**src/rtl/rc4_drv_pkg.sv**
```systemverilog
// Shared types for the RC4 HLS stream driver: job FSM states, sticky error codes
// and the buffer address width derived from the two buffer depths.
package rc4_drv_pkg;

  typedef enum logic [1:0] {
    IDLE  = 2'd0,
    CHECK = 2'd1,
    RUN   = 2'd2,
    DRAIN = 2'd3
  } state_e;

  typedef enum logic [1:0] {
    ERR_NONE    = 2'd0,
    ERR_LEN     = 2'd1,
    ERR_TIMEOUT = 2'd2,
    ERR_ABORT   = 2'd3
  } err_e;

  // One address width serves both buffers so the host write/read ports stay uniform.
  function automatic int addr_width(input int key_depth, input int data_depth);
    int m;
    m = (key_depth > data_depth) ? key_depth : data_depth;
    return (m < 2) ? 1 : $clog2(m);
  endfunction

endpackage

```
**src/rtl/rc4_drv_byte_ram.sv**
```systemverilog
// Byte buffer with one write port, a combinational read port (FIFO show-ahead)
// and a registered read port (host readback). Contents are never reset.
module rc4_drv_byte_ram #(
  parameter int DEPTH = 32,
  parameter int AW    = 5
) (
  input  logic          clk,
  input  logic          srst,
  input  logic          we,
  input  logic [AW-1:0] waddr,
  input  logic [7:0]    wdata,
  input  logic [AW-1:0] araddr,
  output logic [7:0]    ardata,
  input  logic [AW-1:0] raddr,
  output logic [7:0]    rdata_q
);

  localparam int IW = (DEPTH < 2) ? 1 : $clog2(DEPTH);

  logic [7:0] mem_q [DEPTH];

  // The shared address width can exceed this buffer's depth; such addresses must not alias.
  function automatic logic in_range(input logic [AW-1:0] a);
    return 32'(a) < 32'(DEPTH);
  endfunction

  always_ff @(posedge clk) begin
    if (we && in_range(waddr)) begin
      mem_q[waddr[IW-1:0]] <= wdata;
    end
  end

  assign ardata = in_range(araddr) ? mem_q[araddr[IW-1:0]] : 8'h00;

  always_ff @(posedge clk) begin
    if (srst) begin
      rdata_q <= 8'h00;
    end else begin
      rdata_q <= in_range(raddr) ? mem_q[raddr[IW-1:0]] : 8'h00;
    end
  end

endmodule

```
**src/rtl/rc4_hls_stream_driver.sv**
```systemverilog
// Host-side driver for the HLS RC4 core: holds key/plaintext buffers, feeds the
// ap_fifo inputs for one job per start pulse and captures the ciphertext stream.
module rc4_hls_stream_driver
  import rc4_drv_pkg::*;
#(
  parameter int KEY_DEPTH   = 32,
  parameter int DATA_DEPTH  = 64,
  parameter int TIMEOUT_CYC = 65535,
  localparam int AW = addr_width(KEY_DEPTH, DATA_DEPTH)
) (
  input  logic          ap_clk,
  input  logic          ap_rst,
  input  logic          wr_en,
  input  logic          wr_sel,
  input  logic [AW-1:0] wr_addr,
  input  logic [7:0]    wr_data,
  input  logic [15:0]   key_len,
  input  logic [31:0]   data_len,
  input  logic          start,
  input  logic          abort,
  output logic          busy,
  output logic          done,
  output logic [1:0]    err,
  output logic [31:0]   ct_count,
  input  logic [AW-1:0] rd_addr,
  output logic [7:0]    rd_data,
  output logic          hls_start,
  input  logic          hls_done,
  output logic [7:0]    key_dout,
  output logic          key_empty_n,
  input  logic          key_read,
  output logic [7:0]    pt_dout,
  output logic          pt_empty_n,
  input  logic          pt_read,
  input  logic [7:0]    ct_din,
  output logic          ct_full_n,
  input  logic          ct_write
);

  localparam logic [15:0] KEY_MAX  = 16'(KEY_DEPTH);
  localparam logic [31:0] DATA_MAX = 32'(DATA_DEPTH);
  localparam logic [31:0] WD_LAST  = 32'(TIMEOUT_CYC - 1);

  state_e      state_q;
  err_e        err_q;
  logic        busy_q;
  logic        done_q;
  logic        hls_start_q;
  logic [15:0] klen_q;
  logic [15:0] kptr_q;
  logic [31:0] plen_q;
  logic [31:0] pptr_q;
  logic [31:0] ccnt_q;
  logic [31:0] wd_q;

  logic       in_run;
  logic       key_acc;
  logic       pt_acc;
  logic       ct_acc;
  logic       progress;
  logic       len_ok;
  logic       key_we;
  logic       pt_we;
  logic [7:0] key_rq;
  logic [7:0] pt_rq;
  logic [7:0] ct_aq;
  logic       unused_rd;

  assign in_run      = (state_q == RUN);
  assign key_empty_n = in_run && (kptr_q < klen_q);
  assign pt_empty_n  = in_run && (pptr_q < plen_q);
  assign ct_full_n   = in_run && (ccnt_q < plen_q);

  assign key_acc  = key_read && key_empty_n;
  assign pt_acc   = pt_read && pt_empty_n;
  assign ct_acc   = ct_write && ct_full_n;
  assign progress = key_acc || pt_acc || ct_acc;

  assign len_ok = (klen_q != 16'd0) && (klen_q <= KEY_MAX) &&
                  (plen_q != 32'd0) && (plen_q <= DATA_MAX);

  assign key_we = wr_en && !busy_q && !wr_sel && (32'(wr_addr) < 32'(KEY_DEPTH));
  assign pt_we  = wr_en && !busy_q &&  wr_sel && (32'(wr_addr) < 32'(DATA_DEPTH));

  assign busy      = busy_q;
  assign done      = done_q;
  assign err       = err_q;
  assign hls_start = hls_start_q;
  assign ct_count  = ccnt_q;

  rc4_drv_byte_ram #(.DEPTH(KEY_DEPTH), .AW(AW)) u_key_ram (
    .clk(ap_clk), .srst(ap_rst),
    .we(key_we), .waddr(wr_addr), .wdata(wr_data),
    .araddr(AW'(kptr_q)), .ardata(key_dout),
    .raddr('0), .rdata_q(key_rq)
  );

  rc4_drv_byte_ram #(.DEPTH(DATA_DEPTH), .AW(AW)) u_pt_ram (
    .clk(ap_clk), .srst(ap_rst),
    .we(pt_we), .waddr(wr_addr), .wdata(wr_data),
    .araddr(AW'(pptr_q)), .ardata(pt_dout),
    .raddr('0), .rdata_q(pt_rq)
  );

  rc4_drv_byte_ram #(.DEPTH(DATA_DEPTH), .AW(AW)) u_ct_ram (
    .clk(ap_clk), .srst(ap_rst),
    .we(ct_acc), .waddr(AW'(ccnt_q)), .wdata(ct_din),
    .araddr('0), .ardata(ct_aq),
    .raddr(rd_addr), .rdata_q(rd_data)
  );

  // Each buffer only needs one of its two read ports.
  assign unused_rd = ^{key_rq, pt_rq, ct_aq};

  always_ff @(posedge ap_clk) begin
    if (ap_rst) begin
      state_q     <= IDLE;
      err_q       <= ERR_NONE;
      busy_q      <= 1'b0;
      done_q      <= 1'b0;
      hls_start_q <= 1'b0;
      klen_q      <= '0;
      kptr_q      <= '0;
      plen_q      <= '0;
      pptr_q      <= '0;
      ccnt_q      <= '0;
      wd_q        <= '0;
    end else begin
      if (key_acc) kptr_q <= kptr_q + 16'd1;
      if (pt_acc)  pptr_q <= pptr_q + 32'd1;
      if (ct_acc)  ccnt_q <= ccnt_q + 32'd1;

      case (state_q)
        IDLE: begin
          if (start) begin
            state_q <= CHECK;
            busy_q  <= 1'b1;
            done_q  <= 1'b0;
            err_q   <= ERR_NONE;
            klen_q  <= key_len;
            plen_q  <= data_len;
            kptr_q  <= '0;
            pptr_q  <= '0;
            ccnt_q  <= '0;
            wd_q    <= '0;
          end
        end
        CHECK: begin
          if (abort) begin
            state_q <= IDLE;
            busy_q  <= 1'b0;
            err_q   <= ERR_ABORT;
          end else if (len_ok) begin
            state_q     <= RUN;
            hls_start_q <= 1'b1;
            wd_q        <= '0;
          end else begin
            state_q <= IDLE;
            busy_q  <= 1'b0;
            err_q   <= ERR_LEN;
          end
        end
        RUN: begin
          if (abort) begin
            state_q     <= IDLE;
            busy_q      <= 1'b0;
            hls_start_q <= 1'b0;
            err_q       <= ERR_ABORT;
          end else if (hls_done) begin
            state_q     <= DRAIN;
            hls_start_q <= 1'b0;
            wd_q        <= '0;
          end else if (progress) begin
            wd_q <= '0;
          end else if ((TIMEOUT_CYC != 0) && (wd_q == WD_LAST)) begin
            // wd_q counts silent cycles already elapsed; this is the last allowed one.
            state_q     <= IDLE;
            busy_q      <= 1'b0;
            hls_start_q <= 1'b0;
            err_q       <= ERR_TIMEOUT;
          end else begin
            wd_q <= wd_q + 32'd1;
          end
        end
        DRAIN: begin
          state_q <= IDLE;
          busy_q  <= 1'b0;
          if (ccnt_q == plen_q) begin
            done_q <= 1'b1;
          end else begin
            err_q <= ERR_TIMEOUT;
          end
        end
        default: begin
          state_q <= IDLE;
          busy_q  <= 1'b0;
        end
      endcase
    end
  end

endmodule
```
**config.mk**
```make
export PLATFORM = sky130hd
export DESIGN_NAME = rc4_hls_stream_driver
export DESIGN_NICKNAME = d
export VERILOG_FILES = /design/src/rtl/rc4_drv_pkg.sv /design/src/rtl/rc4_drv_byte_ram.sv /design/src/rtl/rc4_hls_stream_driver.sv
export SDC_FILE = /design/constraint.sdc
export NUM_CORES = 2
export LEC_CHECK = 0
export CAP_MARGIN = 25
export CORE_MARGIN = 2
export CORE_UTILIZATION = 40
export CTS_BUF_LIST = sky130_fd_sc_hd__clkbuf_16
export DETAILED_ROUTE_END_ITERATION = 16
export MAX_ROUTING_LAYER = met4
export SYNTH_ARGS = -nofsm -noshare
export SYNTH_HDL_FRONTEND = slang
export SYNTH_SLANG_ARGS = --single-unit
```
**constraint.sdc**
```tcl
create_clock -name ap_clk -period 4.6 [get_ports ap_clk]
set_input_delay 1.15 -clock ap_clk [delete_from_list [all_inputs] [get_ports ap_clk]]
set_output_delay 1.15 -clock ap_clk [all_outputs]
set_load 0.01 [all_outputs]
```
Word-level counts from Yosys, hierarchy flattened
Memory sizes are Yosys's and may differ from the RTL's. A register that Yosys moved wholly into a read port is not among the register bits. Index checks and enable logic that the tools add are counted.

Flip-flop bits (word level): 167. Latch bits: 0. RAM bits: 1280. ROM bits: 0. Input port bits: 86. Word-level logic and storage cells: 133. Memories kept: 3.

Memory list: u_ct_ram.mem_q (depth 64, width 8, read ports 1, clocked after memory_dff 1, wr ports 1, line rc4_drv_byte_ram.sv:20) `logic [7:0] mem_q [DEPTH];`; u_pt_ram.mem_q (depth 64, width 8, read ports 1, clocked after memory_dff 1, wr ports 1, line rc4_drv_byte_ram.sv:20); u_key_ram.mem_q (depth 32, width 8, read ports 1, clocked after memory_dff 1, wr ports 1, line rc4_drv_byte_ram.sv:20).

Add/subtract/negate cells: 4. $mul: 0. Divide/modulo/power cells: 0. $lt $le $gt $ge: 7. Equality and inequality tests: 18. Shift operators: 0. Muxes and demuxes: 59. Bitwise operators: 0. Reductions and logical operators: 31.

Operators by type and width (number): $mux W32 (13); $add A32 B1 Y32 const B (3); $pmux W32 S3 (1); $lt A32 B32 Y1 (2); $mux W16 (3); $eq A32 B16 Y1 const B (1); $eq A32 B32 Y1 (1); $le A32 B7 Y1 const B (1); $reduce_bool A32 Y1 (1); $mux W2 (15); $mux W1 (19); $add A16 B1 Y16 const B (1); $le A16 B6 Y1 const B (1); $lt A16 B16 Y1 (1); $pmux W2 S4 (2); $reduce_bool A16 Y1 (1); $logic_and A1 B1 Y1 (14); $lt A6 B6 Y1 const B (2); $ne A2 B2 Y1 const B (6); $reduce_and A6 Y1 (2); $reduce_and A5 Y1 (2); $ne A3 B3 Y1 const B (3); $mux W8 (1); $ne A4 B4 Y1 const B (2); 15 further kinds (21).

Logic depth before layout (Yosys ltp)
Depth after elaboration: 9. Depth in mapped cells: 13. Gate-level depth less buffers: 10.

Cells and area by module
A second synthesis with hierarchy kept.

Cell total of the unflattened synthesis: 4332. Area total of the unflattened synthesis: 70566.4 sq um.

Modules (own cells, without submodules): rc4_drv_byte_ram at u_ct_ram (instances 1, cells an instance 1235, area each 24399.7 sq um, sequential area each 15534.9 sq um); rc4_drv_byte_ram at u_pt_ram (instances 1, cells an instance 1253, area each 24300.8 sq um, sequential area each 15534.9 sq um); rc4_drv_byte_ram at u_key_ram (instances 1, cells an instance 626, area each 12359.4 sq um, sequential area each 7847.5 sq um); rc4_hls_stream_driver (instances 1, cells an instance 1218, area each 9506.6 sq um, sequential area each 3343.2 sq um).

Least setup slack after synthesis
No wires, ideal clock.

Kind: flip-flop to output port. Start point: reg, netlist name pptr_q[0]. End point: out pt_dout[0]. Arrival time: 2.704 ns. Required time: 3.450 ns. Slack: 0.746 ns. Cell stages (with the launch flop): 7. Buffers on the path: 3. Path through: dfxtp_1 > clkbuf_1 > buf_2 > buf_1 > mux4_2 > mux4_2 > mux4_2.

RTL lines: to (decl) (line rc4_hls_stream_driver.sv:32) `output logic [7:0] pt_dout,`.

==> results summary <==
The die outline width came out at 388 um. The clock tree skew after final layout came out at 0.0207 ns. The number of synthesized flops with an enable pin is 1,280. The sequential-to-total area share from yosys stat came out at 71.0%.

The floorplan step defined a die boundary enclosing 151,000 um2. After routing, the total negative slack on setup checks comes to 0 ns. The number of buffers inserted by hold repair at cts is 0. The total power is 27.6 mW. The initialized floorplan defines 141 standard-cell rows.

The share of final-layout standard cells stronger than drive strength 1 is 25.9%. The first-pass GRT wire length came out at 217 mm. The share of the synthesized area in the top cell type came out at 65.0%. The internal power of the cells totals 21.6 mW. The overall routing resource usage came out at 20.1%. At the later pin of the worst-skew pair, clock insertion delay measures 0.78 ns. After detailed routing, the number of remaining DRC violations is 0.

The via count of the first global-routing pass is 31,900. The area after detailed placement came out at 64,500 um2. The relative max-transition margin is 28.3%. The master cell of the clock root buffer is clkbuf_16.

Traced cell by cell, the critical path runs through buf_12 -> buf_12 -> clkbuf_16 -> buf_12 -> mux4_2 -> mux4_2 -> mux4_2 -> buf_6. The hold violation count in the final report is 0. The total vias in the final route came out at 31,600. STA classifies the critical path endpoint as a primary output. Summed over all cells, the static leakage comes to 22.4 nW. The cell count after synthesis came out at 3,281. 150 I/O pins were placed. The clock edge transition at the registers on the reported setup and hold paths is 0.06 ns. The number of buffers added on ports came out at 149. The area of the placeable core is 147,000 um2. The flow ran to the end, and the final reports show no timing, DRC or antenna violations. For this design, the slowest cell found on the critical path is mux4_2. The worst setup path category is reg2out. The predominant post-synthesis flop cell is edfxtp_1. Summed over all instances, the cell type with the most area after synthesis is edfxtp_1. The number of max-cap violations is 0. The relative contribution of the clock network to total power is 43.1%. The number of sinks driven by the clock tree came out at 1,455. The worst setup path is launched from a flip-flop.

The proportion of power drawn by flip-flops and latches came out at 52.4%. The worst path uses 98.5% of the clock period. The number of warning messages in the yosys log came out at 0. Of the total power, combinational logic draws 4.5%. The final weighted congestion in routability-driven placement came out at 0.856.

The number of DRC markers after the initial detailed-route iteration is 2,799. The final-report max-slew violation count came out at 0. The count of nets left with antenna violations once routing finished came out at 0. The net count of the mapped netlist is 3,450. The data arrival time of the critical path is 3.38 ns. Once the floorplan was initialized, standard cells occupied 40.2% of the core. The class of the worst hold path is reg2reg. Timing would allow up to 221 MHz.

The number of synthesized register bits came out at 1,455. The clock tree buffer depth came out at 3. The detailed-route wire length is 147 mm. The average wire per standard cell came out at 25.4 um. The total overflow reported by the global router came out at 0. The combined buffer and inverter count along the critical path came out at 5. The synthesis-to-layout area growth came out at 18.4%. Setup repair after global routing left no endpoint under its margin. The final net count is 3,875. The maximum fanout count along the critical path came out at 7. After layout, the minimum clock period comes to 4.53 ns. The first detailed-routing pass ran for 5 iterations. The H-tree generated during clock tree synthesis spans 4 levels.

The detailed-placement wirelength estimate came out at 94.4 mm. The floorplan die height is 388 um. The maximum number of pins on one net before global-route repair came out at 97. The highest cell delay on the worst timing path is 0.54 ns. The worst endpoint required time is 3.45 ns. The count of different cell masters after synthesis is 69. Summing every instance area after synthesis gives 59,100 um2.

The async set-reset flop share out of synthesis came out at 0%. Grouping stages by cell kind, the critical path spends the most delay in multiplexers. The mean post-synth cell area is 18.0 um2. The total net switching power is 5.98 mW. Clock tree synthesis inserted a total of 150 buffers. TritonCTS built the clock tree. The count of final setup violators came out at 0. The final non-filler cell area is 70,000 um2. The switching part of the total came out at 21.7%. The initial antenna violation count came out at 5. The total power divided by cell area came out at 394 nW/um2. In the post-synthesis netlist, the biggest area contributors are edfxtp_1, mux4_2, dfxtp_1, ha_1, nor2_1. The per-cell via count in the routed design came out at 5.48. For the pin with the worst max-slew slack, the measured transition is 1.08 ns. The highest ir drop seen on vdd came out at 0.000335 V.
-- timing repair --
item,in CTS,in global routing
hold endpoints to repair,0,0
setup buffers,17,7
endpoints found under the setup margin,17,10
gates resized for setup,49,18
gates cloned,7,1
-- cell usage in the layout, fill, tap and decap left out, types with 13 or more instances in the layout --
master           instances
and3_1                  31
nand2_1                199
inv_1                  119
clkbuf_16              152
xnor2_1                 28
and2_1                  13
nor2_1                 264
o21ai_0                 42
nor3_1                  18
clkinv_2                29
or3_1                   24
dfxtp_1                167
nand3_1                 65
ha_1                    83
clkdlybuf4s50_1        115
edfxtp_1              1280
clkinv_1                29
buf_4                  259
a21oi_1                124
buf_12                  18
xor2_1                  27
nand4_1                 50
nor4_1                  33
mux4_2                 416
-- layer usage --
| metal | up-vias | global-route usage (%) | wire length, um |
|---|---|---|---|
| met4 | 0 | 5.93 | 3820 |
| met5 | - | - | 0 |
| li1 | 14000 | - | - |
| met2 | 903 | 32.6 | 73300 |
| met3 | 216 | 3.60 | 8350 |
| met1 | 16400 | 25.9 | 61200 |
-- path summary, 6_finish.rpt --
| path | start | endpoint | slack [ns] | cells after the start |
|---|---|---|---|---|
| setup / recovery | pptr_q[0] | pt_dout[2] | 0.07 | 8 |
| hold / removal | plen_q[19] | plen_q[19] | 0.46 | 2 |
| setup reg to reg | plen_q[25] | ct_count[13] | 0.92 | 10 |
| hold reg to reg | plen_q[19] | plen_q[19] | 0.46 | 2 |
-- final cells by class --
type / count / area [um2]
well taps: 1930 / 2410
fillers: 12400 / 77200
clock inverters: 130 / 1050
diodes: 1 / 2.50
inverters: 80 / 300
clock buffers: 151 / 3780
repair buffers: 439 / 4190
multi-input cells: 1580 / 16300
flip-flops and latches: 1455 / 42000
-- through the flow --
stage	instances	util [%]	setup slack (ns)	hold WS, ns
after floorplan	3281	-	0.746	0.436
after CTS	5752	47.4	-0.0292	0.461
after detailed placement	5447	43.8	0.382	0.453
after global routing	5766	47.6	0.000597	0.474
final	5766	47.6	0.0703	0.462
after global placement	5447	43.8	0.404	0.445
-- Yosys cell counts (all sizes together), types with 9 or more instances --
cell    count
nor2      267
or3        25
edfxtp   1280
o21ai      44
nor3       20
or4        13
nor4b       9
nor2b       9
mux2i      11
clkbuf    108
ha         83
mux4      416
xnor2      28
nor4       37
xor2       27
nand3      66
nand4      50
a21oi     124
and2       13
inv        80
buf        58
nand2b     10
nand2     200
dfxtp     175
and3       31
-- sequential cells by signal, summed over array words and instances, names as in the netlist, 2 cells and up --
| name | cells |
|---|---|
| wd_q | 32 |
| u_key_ram.mem_q | 256 |
| klen_q | 16 |
| pptr_q | 32 |
| ct_count | 32 |
| u_pt_ram.mem_q | 512 |
| err | 2 |
| state_q | 2 |
| kptr_q | 16 |
| plen_q | 32 |
| u_ct_ram.rdata_q | 8 |
| u_ct_ram.mem_q | 512 |
-- logic make-up after synthesis --
| group | after synthesis | synth area share (%) |
|---|---|---|
| mux | 428 | 16.1 |
| compound gates | 230 | 2.31 |
| buf+inv | 246 | 1.61 |
| fa+ha+maj | 83 | 1.76 |
| simple gates | 784 | 6.46 |
| flops | 1455 | 71.0 |
| xor+xnor | 55 | 0.815 |
-- worst reg2reg max path, stage by stage (launching register included) --
cell and delay (ns):
dfxtp_1 0.43, inv_1 0.16, ha_1 0.33, nand4_1 0.15, nor4_1 0.68, inv_1 0.18, o2111ai_2 0.87, buf_4 0.35
and3b_1 0.21, xnor2_1 0.12, nor2_1 0.05
-- power by group through the flow --
stage	Combinational (mW)	Sequential [mW]	Clock [mW]
after floorplan	0.600	14.7	0
after global placement	1.18	14.7	0
after detailed placement	1.19	14.7	0
after CTS	1.23	14.4	12.1
after global routing	1.33	14.4	12.6
final	1.23	14.4	11.9
(Power assumes the default switching activity.)
